--- src/rtl/debug_bridge_pkg.sv ---
// ============================================================================
// Module      : debug_bridge_pkg
// Description : Register map, bit positions and FSM encoding shared by the
//               JTAG debug-port to memory-bus bridge.
// Revision    : 1.0 - initial release
// ============================================================================
`default_nettype none

package debug_bridge_pkg;

  localparam logic [2:0] REG_ADDR    = 3'd0;
  localparam logic [2:0] REG_DATA    = 3'd1;
  localparam logic [2:0] REG_CMD     = 3'd2;
  localparam logic [2:0] REG_STATUS  = 3'd3;
  localparam logic [2:0] REG_CTRL    = 3'd4;
  localparam logic [2:0] REG_SCRATCH = 3'd5;

  localparam int STATUS_BUSY_BIT  = 0;
  localparam int STATUS_TMO_BIT   = 1;
  localparam int STATUS_OVR_BIT   = 2;
  localparam int STATUS_CNT_LSB   = 16;
  localparam int CTRL_AUTOINC_BIT = 0;
  localparam int CMD_READ_BIT     = 0;

  typedef enum logic [1:0] {
    IDLE  = 2'd0,
    WRITE = 2'd1,
    READ  = 2'd2
  } bridge_state_t;

endpackage

`default_nettype wire

--- src/rtl/debug_bus_bridge.sv ---
// ============================================================================
// Module      : debug_bus_bridge
// Description : Debug strobe-port register bank that issues single-beat
//               req/ack bus transactions. Define DEBUG_BRIDGE_TIMEOUT_EN to
//               build the ack timeout counter and STATUS timeout flag.
// Revision    : 1.0 - initial release
// ============================================================================
`default_nettype none

module debug_bus_bridge
  import debug_bridge_pkg::*;
#(
  parameter int TIMEOUT = 1024
) (
  input  logic        clk,
  input  logic        reset,
  input  logic        i_rd,
  input  logic        i_wr,
  input  logic [2:0]  i_addr,
  input  logic [31:0] i_wdata,
  output logic [31:0] o_rdata,
  output logic [31:0] o_bus_addr,
  output logic [31:0] o_bus_wdata,
  output logic        o_bus_rd,
  output logic        o_bus_wr,
  input  logic [31:0] i_bus_rdata,
  input  logic        i_bus_ack
);

  bridge_state_t r_state;
  bridge_state_t w_state_nxt;

  logic [31:0] r_addr;
  logic [31:0] r_wdata;
  logic [31:0] r_rdata;
  logic [31:0] r_scratch;
  logic [31:0] r_rdata_out;
  logic [15:0] r_count;
  logic        r_autoinc;
  logic        r_overrun;

  logic        w_busy;
  logic        w_ack;
  logic        w_timeout;
  logic        w_tmo_err;
  logic        w_start_wr;
  logic        w_start_rd;
  logic        w_blocked_wr;
  logic        w_status_wr;
  logic [31:0] w_status;
  logic [31:0] w_rd_mux;

  assign w_busy       = (r_state != IDLE);
  assign w_ack        = w_busy & i_bus_ack;
  assign w_start_wr   = ~w_busy & i_wr & (i_addr == REG_DATA);
  assign w_start_rd   = ~w_busy & i_wr & (i_addr == REG_CMD) & i_wdata[CMD_READ_BIT];
  assign w_blocked_wr = w_busy & i_wr &
                        (i_addr inside {REG_ADDR, REG_DATA, REG_CMD, REG_CTRL});
  assign w_status_wr  = i_wr & (i_addr == REG_STATUS);

`ifdef DEBUG_BRIDGE_TIMEOUT_EN
  localparam int TMO_W = $clog2(TIMEOUT) + 1;
  localparam logic [TMO_W-1:0] TMO_LAST = TMO_W'(TIMEOUT - 1);

  logic [TMO_W-1:0] r_tmo_cnt;
  logic             r_tmo_err;

  // Counts request-asserted cycles; expiry on the TIMEOUT-th cycle unless acked.
  assign w_timeout = w_busy & ~i_bus_ack & (r_tmo_cnt == TMO_LAST);
  assign w_tmo_err = r_tmo_err;

  always_ff @(posedge clk or posedge reset) begin
    if (reset) begin
      r_tmo_cnt <= '0;
      r_tmo_err <= 1'b0;
    end else begin
      if (!w_busy) r_tmo_cnt <= '0;
      else         r_tmo_cnt <= r_tmo_cnt + TMO_W'(1);
      if (w_timeout)
        r_tmo_err <= 1'b1;
      else if (w_status_wr && i_wdata[STATUS_TMO_BIT])
        r_tmo_err <= 1'b0;
    end
  end
`else
  assign w_timeout = 1'b0;
  assign w_tmo_err = 1'b0;
`endif

  always_ff @(posedge clk or posedge reset) begin
    if (reset) r_state <= IDLE;
    else       r_state <= w_state_nxt;
  end

  always_comb begin
    w_state_nxt = r_state;
    case (r_state)
      IDLE: begin
        if (w_start_wr)      w_state_nxt = WRITE;
        else if (w_start_rd) w_state_nxt = READ;
      end
      WRITE, READ: begin
        if (i_bus_ack || w_timeout) w_state_nxt = IDLE;
      end
      default: w_state_nxt = IDLE;
    endcase
  end

  assign w_status = {r_count, 13'd0, r_overrun, w_tmo_err, w_busy};

  always_comb begin
    w_rd_mux = 32'd0;
    case (i_addr)
      REG_ADDR:    w_rd_mux = r_addr;
      REG_DATA:    w_rd_mux = r_rdata;
      REG_STATUS:  w_rd_mux = w_status;
      REG_CTRL:    w_rd_mux = {31'd0, r_autoinc};
      REG_SCRATCH: w_rd_mux = r_scratch;
      default:     w_rd_mux = 32'd0;
    endcase
  end

  always_ff @(posedge clk or posedge reset) begin
    if (reset) begin
      r_addr      <= '0;
      r_wdata     <= '0;
      r_rdata     <= '0;
      r_scratch   <= '0;
      r_rdata_out <= '0;
      r_count     <= '0;
      r_autoinc   <= 1'b0;
      r_overrun   <= 1'b0;
    end else begin
      // Mux uses pre-edge values, so a same-cycle write is not reflected.
      if (i_rd) r_rdata_out <= w_rd_mux;

      if (i_wr && !w_busy) begin
        case (i_addr)
          REG_ADDR: r_addr    <= i_wdata;
          REG_DATA: r_wdata   <= i_wdata;
          REG_CTRL: r_autoinc <= i_wdata[CTRL_AUTOINC_BIT];
          default:  ;
        endcase
      end

      if (i_wr && i_addr == REG_SCRATCH) r_scratch <= i_wdata;

      if (w_blocked_wr)
        r_overrun <= 1'b1;
      else if (w_status_wr && i_wdata[STATUS_OVR_BIT])
        r_overrun <= 1'b0;

      // ADDR writes are blocked while busy, so this never races the write above.
      if (w_ack) begin
        r_count <= r_count + 16'd1;
        if (r_state == READ) r_rdata <= i_bus_rdata;
        if (r_autoinc)       r_addr  <= r_addr + 32'd4;
      end
    end
  end

  assign o_rdata     = r_rdata_out;
  assign o_bus_addr  = r_addr;
  assign o_bus_wdata = r_wdata;
  assign o_bus_wr    = (r_state == WRITE);
  assign o_bus_rd    = (r_state == READ);

endmodule

`default_nettype wire

--- config.mk ---
export PLATFORM = sky130hd
export DESIGN_NAME = debug_bus_bridge
export DESIGN_NICKNAME = d
export VERILOG_FILES = /design/src/rtl/debug_bridge_pkg.sv /design/src/rtl/debug_bus_bridge.sv
export SDC_FILE = /design/constraint.sdc
export NUM_CORES = 1
export LEC_CHECK = 0
export BUFFER_PORTS_ARGS = -buffer_cell sky130_fd_sc_hd__buf_2
export CAP_MARGIN = 5
export CORE_UTILIZATION = 40
export DETAILED_ROUTE_END_ITERATION = 16
export GPL_TIMING_DRIVEN = 0
export PLACE_DENSITY = 0.61
export SLEW_MARGIN = 0
export SYNTH_ARGS = -nofsm -noshare
export SYNTH_HDL_FRONTEND = slang
export SYNTH_SLANG_ARGS = --single-unit
--- constraint.sdc ---
create_clock -name clk -period 6.6 [get_ports clk]
set_input_delay 0.66 -clock clk [delete_from_list [all_inputs] [get_ports clk]]
set_output_delay 0.66 -clock clk [all_outputs]
set_load 0.01 [all_outputs]
Word-level counts from Yosys, hierarchy flattened
Index checks and enable logic that the tools add are counted.

cells by class
  $add $sub $neg = 2
  equal/unequal tests = 9
  mux-type cells = 11
  bitwise operators = 9
  reductions and logical operators = 14

operators by type and width
  cell                                           count
  case mux 32 bit (5 select lines)               1
  2-to-1 mux 32 bit                              4
  adder 32 x 3 -> 32 bit, second input constant  1
  adder 16 x 1 -> 16 bit, second input constant  1
  AND 1 bit                                      8
  AND reduction 2 bit                            4
  == test 3 x 2 -> 1 bit, second input constant  2
  == test 3 bit, second input constant           2
  2-to-1 mux 2 bit                               3
  case mux 2 bit (2 select lines)                1
  nonzero test 2 bit                             2
  nonzero test 4 bit                             1
  == test 3 x 1 -> 1 bit, second input constant  1
  logical AND 1 bit                              3
  zero test 3 bit                                1
  != test 3 bit, second input constant           1
  == test 2 x 1 -> 1 bit, second input constant  1
  == test 2 bit, second input constant           1
  zero test 2 bit                                1
  2-to-1 mux 1 bit                               2
  != test 2 bit, second input constant           1
  OR reduction 2 bit                             1
  zero test 1 bit                                1
  inverter 1 bit                                 1

word-level totals
  flip-flop bits (word level) = 180
  input bits = 72
  output and inout bits = 98

Logic depth before layout (Yosys ltp)
  depth after elaboration = 8
  mapped depth = 9

Worst setup path before layout
No wires, ideal clock.

  path type = reg-to-reg
  from = register r_addr[2] (netlist: o_bus_addr[2])
  to = register r_addr[28] (netlist: o_bus_addr[28])
  setup time = 0.069 ns
  arrival = 2.167 ns
  data required time = 6.531 ns
  setup slack = 4.364 ns
  cell stages (with the launch flop) = 8
  path buffers = 1
  period minus slack after synthesis = 2.236 ns
  cell sequence = dfrtp_1 -> ha_1 -> nand4_1 -> or4_4 -> buf_6 -> or2_4 -> or4_1 -> nand3_1

between the ends
  word-level cells in the longest chain between the ends = 3

RTL lines
  item                    RTL line                 text
  start, declared         debug_bus_bridge.sv:33   logic [31:0] r_addr;
  start signal, assigned  debug_bus_bridge.sv:139  REG_ADDR: r_addr <= i_wdata;
  start signal, assigned  debug_bus_bridge.sv:157  if (r_autoinc) r_addr <= r_addr + 32'd4;
  adder 32 x 3 -> 32 bit  debug_bus_bridge.sv:157
  2-to-1 mux 32 bit       debug_bus_bridge.sv:157
  2-to-1 mux 32 bit       debug_bus_bridge.sv:154  if (w_ack) begin

No other way between the ends.
A chain may end at the register's enable or synchronous reset.

Worst setup path in the final report
  from = input i_addr[1]
  to = register r_wdata[2] (netlist: o_bus_wdata[2])

between the ends
  word-level cells in the longest chain between the ends = 2

RTL lines
  item                           RTL line                 text
  start, declared                debug_bus_bridge.sv:19   input logic [2:0] i_addr,
  == test 3 x 1 -> 1 bit         debug_bus_bridge.sv:138  case (i_addr)
  AND reduction 2 bit (no line)  -
  end signal, assigned           debug_bus_bridge.sv:140  REG_DATA: r_wdata <= i_wdata;
  end, declared                  debug_bus_bridge.sv:34   logic [31:0] r_wdata;

No other way between the ends.

==> results by group <==
GRT
  • Antenna violations before repair: 0
  • Total GRT Usage: 0.235
  • Largest net degree at the start of global routing: 130
  • Vias in the first global route: 6463
  • First-pass GRT wire length: about 38 mm
  • Grt ovf: 0

CTS
  • CTS Buf Count: 17
  • Htree depth: 4
  • CTS max path bufs: 2
  • Resize count post-CTS: 0
  • Post-CTS Setup Repair Bufs: 0
  • CTS tree: done
  • Clk root buf: clkbuf_16
  • Clock Pin Slew Worst Setup and Hold Paths: 70 ps
  • Worst-Skew Late Latency: 440 ps
  • Clock Sinks: 180
  • Hold Buf Count CTS: 0

Min path
  • Hold WC Path Type: in2async

Critical path
  • Critical Path AT: 3220 ps
  • Worst-path maximum fanout: 10
  • Worst path slowest cell: nor2_1
  • Endpoint class of the critical path: flop
  • CP peak stage delay: 730 ps
  • Crit path launch type: input pin
  • Crit Path Class: in2reg
  • Crit path cell chain: buf_2 -> clkbuf_1 -> nor2_1 -> nand3_1 -> clkbuf_1 -> mux2_2
  • Worst path most repeated cell: clkbuf_1
  • CP Data Required Time: 6920 ps

STA
  • Final min period: 2890 ps
  • FMAX: ~350 MHz
  • Least-Margin Pin Slew: about 890 ps
  • Relative slew slack: 0.408
  • Fin crit share: 0.438
  • Final setup fails: 0
  • Skew final: around 6.8 ps
  • Fin Hold WS: 219 ps
  • Final count of pins violating max slew: 0
  • Hold Fails Final Rpt: 0
  • Unrepaired setup endpoints after global routing: false

Detailed routing
  • Routed len/inst: 20.2 um
  • First drt pass iteration count: 5
  • Initial DRC count: 572
  • DRC Markers: 0
  • Via Count: 6550
  • Vias/cell: between 5 and 6
  • Antenna Nets Post-Route: 0
  • Final wirelength: 24.0 mm

Place
  • I/O Buffers: 167
  • Hpwl dp: 17.4 mm
  • Final GP Congestion: 0.867
  • Placed inst area: around 9400 um^2

Run
  • Max_cap viols: 0

Cells and area
  • Most frequent cells in the layout: dfrtp_1, buf_2, mux2_2
  • Synth-to-Final Area Change: 22.2%
  • Area of the multi-input gates: 3360 um^2
  • NumNets Final: 984
  • Most common cell after layout, fill and taps aside: dfrtp_1
  • Register area: 4500 um^2
  • Share of cells above drive strength 1: 0.352
  • Antenna diode count: 0
  • Filler cells: ~1900
  • Post-Layout Inst Area: roughly 10000 um^2

Synth
  • Yosys cell types: 56
  • Top_reg_cell synth: dfrtp_1
  • Post-Synthesis Cells: 720
  • Mean Syn Cell Area: about 11 um^2
  • Synthesized flop and latch total: 180
  • Syn_nets: 797
  • Ys Warns: 0
  • Sequential area share after synthesis: 0.547
  • Post-synth EDFFs: 0
  • Synthesized area: 8240 um^2
  • Asr flop ratio synth: 1.00

Die
  • Starting Density: 0.407
  • Die footprint: 21200 um^2
  • Die Ht: between 100 and 150 um
  • Core Box Area: 20200 um^2
  • Die X: 146 um
  • Number of top-level pins: 170
  • Num rows: 52

Outcome
  • Outcome: completed

Power and ir drop
  • Pwr dens: a little over 400 nW/um^2
  • Leak: about 4.6 nW
  • Total power: roughly 4.2 mW
  • Peak supply drop: about 0.19 mV
area by class of cell:
| type | count | area share |
|---|---|---|
| Sequential cell | 180 | 0.447 |
| Multi-Input combinational cell | 453 | 0.334 |
| Timing Repair Buffer | 168 | 0.0858 |
| Clock buffer | 21 | 0.0467 |
| Tap cell | 270 | 0.0336 |
| Buffer | 45 | 0.0216 |
| Inverter | 42 | 0.0164 |
| Clock inverter | 11 | 0.0147 |
sequential cells by signal, indices dropped and copies added, names as in the netlist:
register	count
r_autoinc	1
r_overrun	1
r_rdata	32
o_rdata	32
r_state	2
r_count	16
r_scratch	32
o_bus_addr	32
o_bus_wdata	32
routing by layer:
layer / GRT usage / wire (um) / part of all wire
met1: 0.339 / 11300 / 0.47
met2: 0.362 / 11000 / 0.46
met3: 0.0339 / 1230 / 0.051
met4: 0.0789 / 464 / 0.019
met5: 0 / 0 / 0
worst max-delay path, delay by kind of cell:
kind                   cells  cell delay (ps)
AND/OR/NAND/NOR            2             1270
buffers and inverters      3              860
multiplexers               1              410
worst paths after layout:
check,from,endpoint,slack (ps),depth (start not counted)
setup / recovery,i_addr[1],o_bus_wdata[2],3710,6
setup reg to reg,r_state[0],o_bus_addr[2],3710,9
hold reg to reg,o_bus_wdata[12],o_bus_wdata[12],490,2
max in group asynchronous,reset,o_bus_wdata[7],5400,3
hold / removal,reset,r_rdata[20],220,2
min in group clk,i_bus_rdata[10],r_rdata[10],450,2
where the power goes:
group | total (mW) | switching [mW] | internal [mW]
Sequential | 1.84 | 0.349 | 1.49
Combinational | 1.25 | 0.638 | 0.610
Clock | 1.07 | 0.443 | 0.629
Total | 4.16 | 1.43 | 2.73
stage by stage:
step	utilization	TNS (ps)	worst slack (ps)	std cells
after CTS	0.498	0	3750	1190
after detailed placement	0.467	0	3300	1158
after global placement	0.465	-217430	-1220	1157
after global routing	0.498	0	3490	1190
final	0.498	0	3710	1190
after floorplan	-	0	1050	720
cell usage after synthesis, types with 9 or more instances:
| cell type | number | share of area |
|---|---|---|
| o21ai_0 | 11 | 0.0067 |
| a211oi_1 | 9 | 0.0082 |
| mux2i_1 | 15 | 0.018 |
| a22o_1 | 17 | 0.018 |
| nand4_1 | 11 | 0.0084 |
| o22ai_1 | 35 | 0.027 |
| nand3_1 | 22 | 0.013 |
| clkbuf_1 | 29 | 0.013 |
| xnor2_1 | 11 | 0.012 |
| inv_1 | 42 | 0.019 |
| mux2_2 | 97 | 0.13 |
| nor2_1 | 45 | 0.020 |
| dfrtp_1 | 180 | 0.55 |
| nand2_1 | 36 | 0.016 |
| nor3_1 | 14 | 0.0085 |
| a21oi_1 | 33 | 0.020 |
| a221oi_1 | 18 | 0.019 |
logic make-up after synthesis:
logic type | count (synthesis) | share of synthesized area
adder cells (fa/ha/maj) | 5 | 0.00759
AND/OR/NAND/NOR | 168 | 0.102
buffers and inverters | 87 | 0.0455
XOR/XNOR | 15 | 0.0159
multiplexers | 112 | 0.151
AO/OA/AOI/OAI | 153 | 0.131
flip-flops | 180 | 0.547
Note: power is estimated with default switching activity, not from simulation.
